[src/rtl/spi_pkg.sv]
// Shared definitions for the SPI master core: SPI mode encodings, the
// divisor width, and the baud-rate divisor calculation.
package spi_pkg;

    localparam int CNT_W = 12;

    localparam logic [1:0] SPI_RUN  = 2'b00;
    localparam logic [1:0] SPI_WAIT = 2'b01;
    localparam logic [1:0] SPI_STOP = 2'b10;

    // Returns (sppr + 1) * 2^(spr + 1).
    // The doubling is a separate shift because spr + 1 wraps to 0 in
    // 3 bits when spr = 7, which would give the wrong shift amount.
    function automatic logic [CNT_W-1:0] calc_baud_div(input logic [2:0] sppr,
                                                       input logic [2:0] spr);
        logic [CNT_W-1:0] pre;
        pre = CNT_W'(sppr) + CNT_W'(1);
        return (pre << 1) << spr;
    endfunction

endpackage

[src/rtl/baudrate_generator.sv]
// SPI master serial-clock generator running on PCLK.
// Produces SCLK at PCLK / baudratedivisor, idling at cpol while disabled,
// and one-PCLK strobes in the cycle before each SCLK edge.
// Optional build macro BAUD_DIV_LATCH_EN: freezes sppr/spr at the start of
// each enabled period so mid-transfer reconfiguration only takes effect on
// the next enable.
module baudrate_generator #(
    parameter int CNT_W = spi_pkg::CNT_W
) (
    input  logic             PCLK,
    input  logic             PRESETn,    // active-high async reset despite the name
    input  logic [1:0]       spi_mode,
    input  logic             spiswai,
    input  logic [2:0]       sppr,
    input  logic [2:0]       spr,
    input  logic             cpol,
    input  logic             cpha,
    input  logic             ss,
    output logic             sclk,
    output logic             flag_low,
    output logic             flag_high,
    output logic             flags_low,
    output logic             flags_high,
    output logic [CNT_W-1:0] baudratedivisor
);
    import spi_pkg::*;

    logic             enable;
    logic             preedge;
    logic [CNT_W-1:0] count;
    logic [CNT_W-1:0] half;
    logic [CNT_W-1:0] half_m1;
    logic [2:0]       sppr_eff;
    logic [2:0]       spr_eff;

    assign enable = ~ss && ((spi_mode == SPI_RUN) ||
                            ((spi_mode == SPI_WAIT) && ~spiswai));

`ifdef BAUD_DIV_LATCH_EN
    logic [2:0] sppr_q;
    logic [2:0] spr_q;
    logic       enable_q;
    logic       enable_rise;

    assign enable_rise = enable && !enable_q;

    // Capture the divisor selection on the first enabled cycle.
    always_ff @(posedge PCLK or posedge PRESETn) begin
        if (PRESETn) begin
            sppr_q   <= 3'd0;
            spr_q    <= 3'd0;
            enable_q <= 1'b0;
        end else begin
            enable_q <= enable;
            if (enable_rise) begin
                sppr_q <= sppr;
                spr_q  <= spr;
            end
        end
    end

    // During the capture cycle the registers still hold the previous
    // selection, so the live value is used for that one cycle.
    assign sppr_eff = enable_rise ? sppr : sppr_q;
    assign spr_eff  = enable_rise ? spr  : spr_q;
`else
    assign sppr_eff = sppr;
    assign spr_eff  = spr;
`endif

    assign baudratedivisor = CNT_W'(calc_baud_div(sppr_eff, spr_eff));
    assign half            = baudratedivisor >> 1;
    assign half_m1         = half - CNT_W'(1);

    // Flags are masked during reset: with the fastest divisor half-1 is 0,
    // so count = 0 alone would otherwise look like a pre-edge cycle.
    assign preedge    = enable && !PRESETn && (count >= half_m1);
    assign flag_low   = preedge && !sclk;
    assign flag_high  = preedge && sclk;
    assign flags_low  = flag_low  && ((cpol ^ cpha) == 1'b0);
    assign flags_high = flag_high && ((cpol ^ cpha) == 1'b1);

    // Half-period counter and SCLK toggle; >= lets a shrinking divisor
    // recover immediately instead of wrapping the counter.
    always_ff @(posedge PCLK or posedge PRESETn) begin
        if (PRESETn) begin
            count <= '0;
            sclk  <= 1'b0;
        end else if (!enable) begin
            count <= '0;
            sclk  <= cpol;
        end else if (count >= half_m1) begin
            count <= '0;
            sclk  <= ~sclk;
        end else begin
            count <= count + CNT_W'(1);
        end
    end

endmodule

[config.mk]
export PLATFORM = sky130hd
export DESIGN_NAME = baudrate_generator
export DESIGN_NICKNAME = d
export VERILOG_FILES = /design/src/rtl/spi_pkg.sv /design/src/rtl/baudrate_generator.sv
export SDC_FILE = /design/constraint.sdc
export NUM_CORES = 1
export LEC_CHECK = 0
export CORE_MARGIN = 5
export CORE_UTILIZATION = 32
export CTS_BUF_LIST = sky130_fd_sc_hd__clkbuf_4 sky130_fd_sc_hd__clkbuf_8
export DETAILED_ROUTE_END_ITERATION = 10
export PLACE_DENSITY_LB_ADDON = 0.12
export SYNTH_ARGS = -nofsm -noshare
export SYNTH_HDL_FRONTEND = slang
export SYNTH_SLANG_ARGS = --single-unit
export TNS_END_PERCENT = 1
[constraint.sdc]
create_clock -name PCLK -period 6 [get_ports PCLK]
set_input_delay 0.9 -clock PCLK [delete_from_list [all_inputs] [get_ports PCLK]]
set_output_delay 0.9 -clock PCLK [all_outputs]
set_load 0.02 [all_outputs]
==> metrics.cfg <==
[grt]
grt_max_degree = 14
antenna_found_initial = 0
gr-total-overflow = 0
groute.usage.overall_pct = 12.90
grt_pass1_vias = 1426
grt_pass1_wl_mm = 6.630

[pwr]
p_int_mw = 0.1999
pwr-share-comb_pct = 41.9
p_clk_share_pct = 28.1
power_density_nw_per_um2 = 146.4
switching_share_pct = 33.38
power.leakage_nw = 0.9585
p_sw_mw = 0.1002
vdd_drop_max_mv = 0.07231
seqPwrFrac_pct = 30.1

[floorplanning]
die_w_microns = 80.02
initial_core_util_pct = 33.00
die_h_microns = 80.02
rows = 25
ios = 31
dieArea_sq_um = 6403
core_area_sq_um = 4755

[worst_setup_path]
cp_max_fo = 4
crit_type = in2out
startpoint_type = input port
rr_endpoint = count[7]
crit_chain = clkdlybuf4s50_1 -> ha_1 -> or2_4 -> and2_2 -> nand2_1 -> ha_1 -> o311ai_2 -> nor3b_2 -> o211ai_2 -> xor2_1 -> ha_1 -> nand4_1 -> or2_0 -> o221a_2 -> or3_1 -> nor2_1 -> clkdlybuf4s50_1
path_buf_inv = 2
reg2regPathDepth = 8
critPathTopFamily = simple AND/OR/NAND/NOR gates
slowest_stage = clkdlybuf4s50_1
rrSetupSlack_ns = 3.93
reg2reg_from = count[5]
arrival_ns = 5.00
cpMostUsedCell = ha_1
cp_slowest_stage_delay_ns = 0.61
crit_path_end_kind = output pin
required_ns = 5.10

[sta]
finalHoldViolCount = 0
rsz0062_at_grt = true
fmax_mhz = 169.5
setup_violations = 0
tightest_slew_ns = 0.5006
fin_crit_sh_pct = 98.32
timing.slew.headroom_pct = 66.59
fin_crit_ns = 5.899
hold_ws_ns = 0.5338
skew_ns = 0.001898
slew_viol_final = 0

[min_path]
min-delay-start = count[0]
hold_end = count[0]
min_path_cells = 1
holdCritPathClass = reg2reg

[drt]
met1_length_mm = 1.928
ant_nets = 0
finalWirelength_mm = 3.872
wl_per_cell_microns = 12.86
drt_iter0_markers = 79
vias = 1470
wl_met3_microns = 247
viasPerCell = 4.884
wl_met2_mm = 1.687
drc_errors = 0
firstDrtPassIters = 4
routed.top_layer = met4

[finish]
layout.cells.non_filler = 301
final_common_cell = clkdlybuf4s50_1
antennaDiodeCount = 0
nets = 264
fin_area_sq_um = 2049
final_cell_mix = 26 x clkdlybuf4s50_1, 22 x nor2_1, 19 x nand2_1
layout-drive-gt1-share_pct = 15.81
syn2layout_area_growth_pct = 30.62

[cts]
htree_num_levels = 1
cts.sinks = 13
cts_tree = built
insertion_delay_ns = 0.24
cts_buffers = 3
cts_buffer_depth = 2
clockRootBuffer = clkbuf_8
post_cts_buffers = 0
path_clk_slew_ns = 0.06

[place]
hpwl_mm = 3.198
routabilityCongestion = 0.7743
io_buffers = 29
place_area_sq_um = 1996
place_inst = 297

[yosys]
ys_seq_area_share_pct = 20.73
synthArstFlopShare_pct = 100.0
synth_warnings = 0
netlist_area_sq_um = 1569
synth_area_per_cell_sq_um = 8.130
yosys_most_used_dff = dfrtp_1
ys_ff_latch = 13
synthDistinctLibCells = 52
synth_nets = 222
synth-edff-count = 0
syn_inst = 193

[run_status]
status = completed

[run]
maxCapViolations = 0

[per-stage QoR]
| step | TNS [ns] | util [%] | worst slack [ns] | power [mW] |
|---|---|---|---|---|
| global placement | 0 | 41.97 | 0.001638 | 0.2187 |
| detailed placement | -0.1036 | 41.97 | -0.07504 | 0.2175 |
| global route | -0.1849 | 43.11 | -0.1849 | 0.3212 |
| floorplan | 0 | - | 0.6874 | 0.1733 |
| CTS | -0.04504 | 42.97 | -0.04504 | 0.3046 |
| finish | 0 | 43.11 | 0.1006 | 0.3001 |
[power groups by stage]
stage / sequential, mW / combinational [mW] / clock [mW]
final: 0.0902 / 0.126 / 0.0842
after CTS: 0.0903 / 0.127 / 0.0876
after global routing: 0.0905 / 0.140 / 0.0906
after global placement: 0.0918 / 0.127 / 0
after detailed placement: 0.0919 / 0.126 / 0
after floorplan: 0.0921 / 0.0812 / 0
[what timing repair did]
item,CTS,global route
setup endpoints to repair,2,4
hold buffers,0,0
resized for setup,1,6
[metal layers]
layer	global-route usage, %	up-vias
met5	0	-
li1	-	770
met3	3.499	2
met1	18.23	662
met4	1.520	0
met2	20.12	36
[state kept, by name (all words and copies together) (netlist names)]
register	flops
count	12
sclk	1
[synthesized netlist by cell type, types with 2 or more instances]
cell type	number	area, sq um
a211o_1	2	17.52
a211oi_1	2	15.01
a21o_1	5	37.54
a21oi_1	11	55.05
and2_1	3	18.77
and3_1	4	25.02
buf_4	4	30.03
buf_6	3	33.78
dfrtp_1	13	325.3
ha_1	15	187.7
inv_1	12	45.04
nand2_1	19	71.32
nand2b_1	2	12.51
nand3_1	5	25.02
nand3b_1	2	15.01
nand4_1	4	25.02
nor2_1	22	82.58
nor3b_1	3	22.52
o21ai_0	7	35.03
o22ai_1	4	25.02
o31ai_1	2	15.01
xnor2_1	8	70.07
xor2_1	12	105.1
[how the worst max path moves through the flow]
stage                      end  cells past startpoint     from
global placement    flags_high                     17  sppr[0]
floorplan           flags_high                     15  sppr[0]
global route          flag_low                     17  sppr[0]
finish                flag_low                     17  sppr[0]
detailed placement  flags_high                     17  sppr[0]
CTS                  flags_low                     17  sppr[0]
[area by class of cell]
cell class              count  area [sq um]
repair buffers             45         410.4
clock buffers               4         48.80
fillers                   508          2705
flip-flops and latches     13         325.3
multi-input cells         160          1136
well taps                  67         83.83
inverters                  12         45.04
[worst reg2reg max path, stage by stage (launching register included)]
cell and delay [ns]:
dfrtp_1 0.40, ha_1 0.32, a21o_1 0.16, a21o_1 0.17
a21oi_1 0.16, o221a_2 0.21, buf_4 0.11, nand2b_1 0.27
nor2_1 0.19
[logic make-up (layout without fill, tap and decap cells)]
logic type / Yosys count / in the layout / share of synthesized area [%]
AO/OA/AOI/OAI: 45 / 45 / 21.13
XOR/XNOR: 21 / 21 / 12.20
adder cells (fa/ha/maj): 15 / 15 / 11.96
buffers and inverters: 20 / 61 / 7.177
flip-flops: 13 / 13 / 20.73
multiplexers: 1 / 1 / 0.6380
other: 1 / 1 / 0.2390
AND/OR/NAND/NOR: 77 / 77 / 25.92
Note: power is estimated with default switching activity, not from simulation.
